==> config.mk <==
export PLATFORM = sky130hd
export DESIGN_NAME = uart_rx_ctrl
export DESIGN_NICKNAME = d
export VERILOG_FILES = /design/src/rtl/uart_rx_pkg.sv /design/src/rtl/rx_byte_fifo.sv /design/src/rtl/uart_rx_ctrl.sv
export SDC_FILE = /design/constraint.sdc
export NUM_CORES = 1
export LEC_CHECK = 0
export ABC_AREA = 1
export BUFFER_PORTS_ARGS = -buffer_cell sky130_fd_sc_hd__clkbuf_2
export CAP_MARGIN = 20
export CELL_PAD_IN_SITES_DETAIL_PLACEMENT = 1
export CELL_PAD_IN_SITES_GLOBAL_PLACEMENT = 2
export CORE_AREA = 2 2 112 135
export CTS_CLUSTER_SIZE = 30
export DETAILED_ROUTE_END_ITERATION = 8
export DIE_AREA = 0 0 114 137
export GPL_ROUTABILITY_DRIVEN = 0
export GPL_TIMING_DRIVEN = 0
export PLACE_DENSITY = 0.68
export SYNTH_ARGS = -nofsm -noshare
export SYNTH_HDL_FRONTEND = slang
export SYNTH_HIERARCHICAL = 1
export SYNTH_SLANG_ARGS = --single-unit
==> constraint.sdc <==
create_clock -name clk -period 3 [get_ports clk]
set_input_delay 0.15 -clock clk [delete_from_list [all_inputs] [get_ports clk]]
set_output_delay 0.15 -clock clk [all_outputs]
set_load 0.02 [all_outputs]
==> src/rtl/uart_rx_pkg.sv <==
// Shared types and constants for the UART receive controller.
// Latency: n/a (types, constants and a pure helper function only).
// Backpressure: n/a.
package uart_rx_pkg;

  typedef enum logic [1:0] {
    IDLE     = 2'd0,
    ACK      = 2'd1,
    WAIT_CLR = 2'd2
  } rx_ctrl_state_t;

  localparam logic [1:0] CFG_ADDR_BITP  = 2'd0;
  localparam logic [1:0] CFG_ADDR_DSIZE = 2'd1;
  localparam logic [1:0] CFG_ADDR_CTRL  = 2'd2;

  localparam logic [3:0] DSIZE_5 = 4'd5;
  localparam logic [3:0] DSIZE_7 = 4'd7;
  localparam logic [3:0] DSIZE_8 = 4'd8;

  // The receiver only supports these frame widths.
  function automatic logic dsize_legal(input logic [3:0] val);
    return (val == DSIZE_5) || (val == DSIZE_7) || (val == DSIZE_8);
  endfunction

endpackage

==> src/rtl/rx_byte_fifo.sv <==
// Byte FIFO between the receive sequencer and the consumer.
// Latency: a push is visible at head/count one clock later; a pop advances head the same way.
// Backpressure: push is dropped when full unless a pop happens that cycle; pop is dropped when empty.
// Ports: clk, n_rst, push/push_data (write side), pop (read side), head, count, full, empty.
module rx_byte_fifo #(
  parameter int DEPTH = 8
) (
  input  logic                     clk,
  input  logic                     n_rst,
  input  logic                     push,
  input  logic [7:0]               push_data,
  input  logic                     pop,
  output logic [7:0]               head,
  output logic [$clog2(DEPTH):0]   count,
  output logic                     full,
  output logic                     empty
);

  localparam int AW = $clog2(DEPTH);

  logic [7:0]    mem [DEPTH];
  logic [AW-1:0] wr_ptr;
  logic [AW-1:0] rd_ptr;
  logic          push_ok;
  logic          pop_ok;

  assign full    = (count == (AW+1)'(DEPTH));
  assign empty   = (count == '0);
  // A pop frees a slot in the same cycle, so a push into a full FIFO is allowed then.
  assign pop_ok  = pop && !empty;
  assign push_ok = push && (!full || pop_ok);
  assign head    = mem[rd_ptr];

  // DEPTH is a power of two, so the pointers wrap by natural overflow.
  always_ff @(posedge clk or negedge n_rst) begin
    if (!n_rst) begin
      wr_ptr <= '0;
      rd_ptr <= '0;
      count  <= '0;
    end else begin
      if (push_ok) wr_ptr <= wr_ptr + AW'(1);
      if (pop_ok)  rd_ptr <= rd_ptr + AW'(1);
      case ({push_ok, pop_ok})
        2'b10:   count <= count + (AW+1)'(1);
        2'b01:   count <= count - (AW+1)'(1);
        default: count <= count;
      endcase
    end
  end

  // Storage needs no reset: count/pointers define which entries are live.
  always_ff @(posedge clk) begin
    if (push_ok) mem[wr_ptr] <= push_data;
  end

endmodule

==> src/rtl/uart_rx_ctrl.sv <==
// Configures the UART receiver, acknowledges each received byte and queues it for the consumer.
// Latency: data_ready -> byte on rd_valid/rd_data 1 clk; data_read pulses for the 1 clk after the push.
// Backpressure: a full FIFO holds the sequencer in IDLE without acking, leaving the byte in the receiver.
// Ports: clk/n_rst; cfg_we/cfg_addr/cfg_wdata register writes; bit_period/data_size/data_read to the
// receiver; rx_data/data_ready/overrun_error/framing_error from it; rd_valid/rd_data/rd_ready consumer
// handshake; fifo_count, err_sticky ([1]=overrun [0]=framing) and irq status.
// Optional: define UART_RX_ERR_CNT_EN to add saturating frm_err_cnt/ovr_err_cnt edge counters.
module uart_rx_ctrl
  import uart_rx_pkg::*;
#(
  parameter int          FIFO_DEPTH         = 8,
  parameter logic [13:0] DEFAULT_BIT_PERIOD = 14'd10,
  parameter logic [3:0]  DEFAULT_DATA_SIZE  = 4'd8
) (
  input  logic                          clk,
  input  logic                          n_rst,
  input  logic                          cfg_we,
  input  logic [1:0]                    cfg_addr,
  input  logic [15:0]                   cfg_wdata,
  output logic [13:0]                   bit_period,
  output logic [3:0]                    data_size,
  output logic                          data_read,
  input  logic [7:0]                    rx_data,
  input  logic                          data_ready,
  input  logic                          overrun_error,
  input  logic                          framing_error,
  output logic                          rd_valid,
  output logic [7:0]                    rd_data,
  input  logic                          rd_ready,
  output logic [$clog2(FIFO_DEPTH):0]   fifo_count,
  output logic [1:0]                    err_sticky,
`ifdef UART_RX_ERR_CNT_EN
  output logic [7:0]                    frm_err_cnt,
  output logic [7:0]                    ovr_err_cnt,
`endif
  output logic                          irq
);

  rx_ctrl_state_t state;
  logic           enable;
  logic           fifo_full;
  logic           fifo_empty;
  logic           push;
  logic           pop;
  logic           cfg_ctrl_we;
  logic           err_clr;
  logic           unused_wdata;

  assign unused_wdata = &{1'b0, cfg_wdata[15:14]};

  assign cfg_ctrl_we = cfg_we && (cfg_addr == CFG_ADDR_CTRL);
  assign err_clr     = cfg_ctrl_we && cfg_wdata[1];
  assign push        = (state == IDLE) && enable && data_ready && !fifo_full;
  assign pop         = rd_valid && rd_ready;
  assign rd_valid    = !fifo_empty;
  assign irq         = rd_valid || (|err_sticky);

  // Timing configuration is frozen while the receiver is running.
  always_ff @(posedge clk or negedge n_rst) begin
    if (!n_rst) begin
      bit_period <= DEFAULT_BIT_PERIOD;
      data_size  <= DEFAULT_DATA_SIZE;
      enable     <= 1'b0;
    end else if (cfg_we) begin
      if (!enable && (cfg_addr == CFG_ADDR_BITP) && (cfg_wdata[13:0] > 14'd1))
        bit_period <= cfg_wdata[13:0];
      if (!enable && (cfg_addr == CFG_ADDR_DSIZE) && dsize_legal(cfg_wdata[3:0]))
        data_size <= cfg_wdata[3:0];
      if (cfg_addr == CFG_ADDR_CTRL)
        enable <= cfg_wdata[0];
    end
  end

  // WAIT_CLR holds off until the receiver drops data_ready, so one byte is never captured twice.
  always_ff @(posedge clk or negedge n_rst) begin
    if (!n_rst) begin
      state     <= IDLE;
      data_read <= 1'b0;
    end else begin
      data_read <= 1'b0;
      case (state)
        IDLE: begin
          if (push) begin
            state     <= ACK;
            data_read <= 1'b1;
          end
        end
        ACK:      state <= WAIT_CLR;
        WAIT_CLR: if (!data_ready) state <= IDLE;
        default:  state <= IDLE;
      endcase
    end
  end

  // A new error in the clearing cycle wins over the clear.
  always_ff @(posedge clk or negedge n_rst) begin
    if (!n_rst) begin
      err_sticky <= 2'b00;
    end else begin
      err_sticky[1] <= (err_sticky[1] && !err_clr) || (overrun_error && enable);
      err_sticky[0] <= (err_sticky[0] && !err_clr) || (framing_error && enable);
    end
  end

`ifdef UART_RX_ERR_CNT_EN
  logic frm_q;
  logic ovr_q;
  logic frm_rise;
  logic ovr_rise;

  assign frm_rise = framing_error && !frm_q && enable;
  assign ovr_rise = overrun_error && !ovr_q && enable;

  function automatic logic [7:0] sat_inc(input logic [7:0] val);
    return (val == 8'hFF) ? val : val + 8'd1;
  endfunction

  // An edge coinciding with a clear restarts the count at 1.
  always_ff @(posedge clk or negedge n_rst) begin
    if (!n_rst) begin
      frm_q       <= 1'b0;
      ovr_q       <= 1'b0;
      frm_err_cnt <= 8'd0;
      ovr_err_cnt <= 8'd0;
    end else begin
      frm_q <= framing_error;
      ovr_q <= overrun_error;
      if (frm_rise)     frm_err_cnt <= err_clr ? 8'd1 : sat_inc(frm_err_cnt);
      else if (err_clr) frm_err_cnt <= 8'd0;
      if (ovr_rise)     ovr_err_cnt <= err_clr ? 8'd1 : sat_inc(ovr_err_cnt);
      else if (err_clr) ovr_err_cnt <= 8'd0;
    end
  end
`endif

  rx_byte_fifo #(
    .DEPTH (FIFO_DEPTH)
  ) u_fifo (
    .clk       (clk),
    .n_rst     (n_rst),
    .push      (push),
    .push_data (rx_data),
    .pop       (pop),
    .head      (rd_data),
    .count     (fifo_count),
    .full      (fifo_full),
    .empty     (fifo_empty)
  );

endmodule
---- Yosys cells after proc, flatten, opt, wreduce, memory -nomap -nowiden ----
Memories as Yosys holds them, arrays and structs flattened.
Index checks and enable logic that the tools add are counted.
word-level totals
  memory bits (read-only) ................. 0
  register bits ........................... 34
  word-level logic and storage cells ...... 70
  latch bits .............................. 0
  output and inout port bits .............. 35
  memories ................................ 1
  input bits .............................. 33
  memory bits (writable) .................. 64
memory list
  name        depth  bits a word  rd ports  clocked after memory_dff  write ports  RTL line            source
  u_fifo.mem  8      8            1         0                         1            rx_byte_fifo.sv:21  logic [7:0] mem [DEPTH];
operators by class
  divide/modulo/power cells ............... 0
  $mul .................................... 0
  magnitude comparators ................... 1
  bitwise operators ....................... 0
  $add $sub $neg .......................... 4
  mux-type cells .......................... 8
  equality and inequality tests ........... 12
  shift operators ......................... 0
  reduce and logical (&&, ||, !) cells .... 35
operators with widths
  kind                   number
  $logic_and A1 B1 Y1    16
  $gt A14 B1 Y1 const B  1
  $eq A4 B3 Y1 const B   2
  $eq A4 B4 Y1 const B   2
  $pmux W4 S2            1
  $reduce_and A2 Y1      4
  $add A3 B1 Y3 const B  2
  $eq A2 B1 Y1 const B   3
  $eq A2 B2 Y1 const B   3
  $logic_or A1 B1 Y1     6
  $pmux W2 S3            1
  $add A4 B1 Y4 const B  1
  $logic_not A1 Y1       4
  $logic_not A2 Y1       2
  $logic_not A4 Y1       1
  $mux W1                4
  $mux W2                2
  $sub A4 B1 Y4 const B  1
  $ne A2 B1 Y1 const B   1
  $ne A2 B2 Y1 const B   1
  $reduce_bool A2 Y1     1
  $reduce_or A2 Y1       1

---- Longest topological paths before layout ----
  word-level depth ........................ 8
  depth in mapped cells ................... 15
  depth with buffers taken out ............ 15

---- Modules after synthesis ----
Netlist, hierarchy kept.
by module, submodules not included
  module        cells each  sequential area each (um2)  area each (um2)  times used
  rx_byte_fifo  254         2172.1                      3128.0           1
  uart_rx_ctrl  128         604.3                       1093.5           1

---- Worst setup path before layout ----
OpenSTA, ideal clock, no wires.
  path kind ............................... register -> register
  start point ............................. register u_fifo.count[1]
  end point ............................... register u_fifo.count[3]
  slack ................................... 172 ps
  period minus slack after synthesis ...... 2828 ps
  library setup time ...................... 113 ps
  buffers on the path ..................... 0
  required time ........................... 2887 ps
  arrival ................................. 2715 ps
  stages on the path, launching flop included .. 15
  path through ............................ dfrtp_1 nor2_2 nand3_1 inv_1 nor4_1 inv_1 nand3_1 inv_1 ha_1 a21oi_1 nand3_1 nand2_1 nand3_1 nand2_1 inv_1
on the way
  elaborated cells on any way between the ends .. 15
  classes of those cells .................. 2 x add/sub; 3 x eq/ne; 1 x mux; 9 x reduce/logical
RTL lines
  element                                                   RTL line            source
  from (decl)                                               rx_byte_fifo.sv:14  output logic [$clog2(DEPTH):0] count,
  from (signal assigned)                                    rx_byte_fifo.sv:44  2'b10: count <= count + (AW+1)'(1);
  from (signal assigned)                                    rx_byte_fifo.sv:45  2'b01: count <= count - (AW+1)'(1);
  from (signal assigned)                                    rx_byte_fifo.sv:46  default: count <= count;
  $eq A4 B4 Y1 (*)                                          rx_byte_fifo.sv:27  assign full = (count == (AW+1)'(DEPTH));
  named net fifo_full                                       uart_rx_ctrl.sv:41  logic fifo_full;
  $logic_not A1 Y1 (*)                                      uart_rx_ctrl.sv:53  assign push = (state == IDLE) && enable && data_ready && !fifo_full;
  $logic_and A1 B1 Y1 (*)                                   uart_rx_ctrl.sv:53
  named net push                                            uart_rx_ctrl.sv:43  logic push;
  $logic_and A1 B1 Y1 (*)                                   rx_byte_fifo.sv:31  assign push_ok = push && (!full || pop_ok);
  $eq A2 B1 Y1 / $eq A2 B2 Y1 (equally long branches)       rx_byte_fifo.sv:43  case ({push_ok, pop_ok})
  $pmux W4 S2 / $reduce_bool A2 Y1 (equally long branches)  --
Mark *: on every way through the listed nets, which the timed path passes. The rest lies on a longest branch.
A chain may end at the register's enable or synchronous reset.

---- Worst setup path after layout ----
Ends and elaborated chain as after synthesis.

==> results.cfg <==
[status]
outcome = complete, no violations

[power]
vdd_ir_drop_max_mv = 0.3485
p_leak_nw = 2.194
pwrdens_nw_per_um2 = 898.8

[global_route]
track_usage_pct = 14.81
antenna_found_initial = 0
grt_start_max_net_pins = 35
grt_pass1_wl_um = 17320
global_route_congestion_overflow_total = 0
first_global_vias = 3264

[final_layout]
design_area_sq_um = 5109
layout-area-overhead-vs-synth_pct = 21.01
layout-drive-gt1-share_pct = 25.81
finalCoreUtilization_pct = 35.74
fin_nets = 499
antenna-diode-count = 0

[timing]
timing.fmax_ghz = 0.3705
slew_at_the_pin_closest_to_its_max_slew_limit_ns = 0.9377
share_of_the_clock_period_used_by_the_worst_path_after_layout_pct = 89.96
smallest_hold_slack_ns = 0.02058
finalSetupTns_ns = 0
final_hold_viol_count = 0
worst_slack_ns = 0.3013
timing_max_transition_violations_final = 0
timing.max_slew.rel_slack_pct = 37.26
clock_skew_ns = 0.005774
finalCriticalPeriod_ns = 2.699
grt_setup_unrepaired = no
final-setup-viol-count = 0

[flow_run]
max_cap_viol_count = 0

[drt]
detail_route.drc_violations = 0
drt-met1-wl_um = 4785
met2RoutedLength_um = 5226
vias_per_cell = 4.744
avgRoutedWirePerCell_um = 16.90
dr_total_vias = 3036
dr_wl_met3_um = 614
drt-total-wl_um = 10820
antenna_left = 0
drtIter0Drc = 144
detailedRoute.firstPassIterationCount = 4
highest-signal-layer = met4

[logic_synthesis]
syn-cell-area_sq_um = 4222
ys_async_sr_fraction_pct = 34.69
dominantRegCellSynth = edfxtp_1
syn_inst = 382
number_of_flops_mapped_to_enable_cells_by_yosys = 64
synth_nets = 420
ys_seq_area_share_pct = 65.77
synth-seq-cells = 98
mean_syn_cell_area_sq_um = 11.05
yosys_warnings = 6
post_synth_num_cell_types = 31

[setup_path]
rr_startpoint = u_fifo/count[1]
worst_setup_path_end_kind = register
setup.worst_path.start_class = register
required_time_of_the_critical_path_ns = 3.24
worstSetupStartpoint = u_fifo/count[1]
worst_ep_arrival_time_ns = 2.94
crit_type = register to register
crit_fanout = 6

[cts]
clockRootBuffer = clkbuf_16
cts_post_setup_buffers_inserted = 0
cts.path.max_buffers = 2
clock_buffer_count_from_cts = 9
clock_sinks = 98
tritoncts = done
clkSlewWorstSetupHoldPaths_ns = 0.06
clkLatencyLatePin_ns = 0.34
cts-htree-levels = 3

[placement]
dpl_worst_slack_ns = -0.2823
dpl.hpwl_um = 7666
area_of_placed_instances_sq_um = 4805
io_buffer_count = 65

[min_path]
min_path_type = primary input to register
min_from = framing_error

[floorplanning]
die-area_sq_um = 15620
std_cell_rows = 48
io_pins = 68
core_box_area_sq_um = 14290
die-height_um = 137
floorplan.initialDensity_pct = 29.53
die_width_um = 114
==> worst max-delay path: stages, from the launching register on <==
cell and delay (ns):
dfrtp_1 0.43, nor2_2 0.08, nand3_1 0.11, inv_1 0.14, nor4_4 0.48, inv_1 0.11
nand3_1 0.18, inv_1 0.09, ha_1 0.33, a21oi_1 0.24, nand3_1 0.11, nand2_1 0.10
nand3_1 0.07, nand2_1 0.07, inv_1 0.04
==> sequential cells by signal, summed over array words and instances, names as in the netlist <==
signal / flops
enable: 1
state: 2
u_fifo/mem: 64
bit_period: 14
u_fifo/count: 4
data_size: 4
u_fifo/rd_ptr: 3
err_sticky: 2
u_fifo/wr_ptr: 3
data_read: 1
==> metrics by stage <==
step	power (W)	instances
CTS	0.004665	640
floorplan	0.002906	382
global route	0.004894	640
global placement	0.003470	622
detailed placement	0.003529	624
finish	0.004591	640
==> cell type report <==
cell class / count / area (sq um)
plain buffers: 13 / 97.59
clock buffers: 11 / 232.7
clock inverters: 4 / 43.79
fillers: 1620 / 9185
inverters: 25 / 93.84
multi-input cells: 246 / 1291
flip-flops and latches: 98 / 2776
well taps: 175 / 219.0
repair buffers: 68 / 354.1
==> cell families after synthesis <==
kind of cell               Yosys count  share of synthesized area, %
AOI/OAI and AO/OA                   49                         6.046
adders and majority gates            5                         1.660
buffers and inverters               38                         4.535
xor gates and xnor gates             5                         1.037
muxes                                9                         2.164
and+or+nand+nor                    178                         18.79
DFF                                 98                         65.77
==> timing repair <==
action / CTS / global route
gates resized for setup: 2 / 1
endpoints found under the setup margin: 61 / 45
hold endpoints to repair: 31 / 0
hold buffers: 1 / 0
==> path summary, 6_finish.rpt <==
check,to,slack [ns],depth (start not counted)
worst max-delay path,u_fifo/count[3],0.30,14
worst min-delay path,err_sticky[0],0.02,3
worst max register to register,u_fifo/count[3],0.30,14
worst min register to register,bit_period[3],0.46,2
max in group asynchronous,bit_period[2],1.99,2
min in group asynchronous,bit_period[9],0.46,2
==> power by group <==
group | total (W) | internal (W) | switching (W)
logic | 0.00171 | 0.000566 | 0.00115
clock network | 0.00111 | 0.000637 | 0.000473
registers | 0.00177 | 0.00162 | 0.000147
total | 0.00459 | 0.00282 | 0.00177
==> cells in the mapped netlist (3+ instances only) <==
| library cell | count | area, sq um |
|---|---|---|
| buf_2 | 8 | 40.04 |
| nand2_4 | 4 | 45.04 |
| inv_1 | 22 | 82.58 |
| nand2_1 | 76 | 285.3 |
| o21ai_0 | 27 | 135.1 |
| edfxtp_1 | 64 | 1922 |
| nand3_1 | 29 | 145.1 |
| nor2_1 | 49 | 183.9 |
| xor2_1 | 4 | 35.03 |
| o22ai_1 | 8 | 50.05 |
| o21ai_1 | 11 | 55.05 |
| a21oi_1 | 3 | 15.01 |
| mux2i_1 | 8 | 80.08 |
| nor3_1 | 4 | 20.02 |
| dfstp_2 | 3 | 78.83 |
| nor4_1 | 3 | 18.77 |
| ha_1 | 4 | 50.05 |
| dfrtp_1 | 31 | 775.7 |
| nand2_2 | 7 | 43.79 |
==> cell usage in the layout (no fill, tap or decap) <==
| cell type | count |
|---|---|
| clkinv_2 | 2 |
| and3_1 | 1 |
| nand3_2 | 2 |
| mux2i_1 | 8 |
| clkbuf_1 | 2 |
| nor2_2 | 3 |
| buf_2 | 8 |
| a21oi_1 | 3 |
| nand3_1 | 29 |
| nand2_4 | 4 |
| dfrtp_1 | 31 |
| ha_1 | 4 |
| dlygate4sd3_1 | 1 |
| nor4_1 | 2 |
| inv_2 | 2 |
| o21ai_0 | 27 |
| edfxtp_1 | 64 |
| nor3_2 | 4 |
| buf_4 | 3 |
| nand2_2 | 7 |
| o21ai_1 | 11 |
| o22ai_1 | 8 |
| inv_1 | 22 |
| clkbuf_16 | 9 |
| xor2_1 | 4 |
| xnor2_1 | 1 |
| buf_6 | 3 |
| fa_1 | 1 |
| buf_12 | 1 |
| bufinv_16 | 1 |
| clkinv_1 | 2 |
| clkbuf_2 | 65 |
| mux2_2 | 1 |
| nor4_4 | 1 |
| nor4_2 | 1 |
| nor2_1 | 48 |
| dfstp_2 | 3 |
| nand2_1 | 76 |
==> routing by layer <==
metal	track usage (%)	vias up
li1	-	1460
met1	17.46	1487
met2	25.43	75
met3	4.384	14
met4	5.623	0
met5	0	-
(Power assumes the default switching activity.)
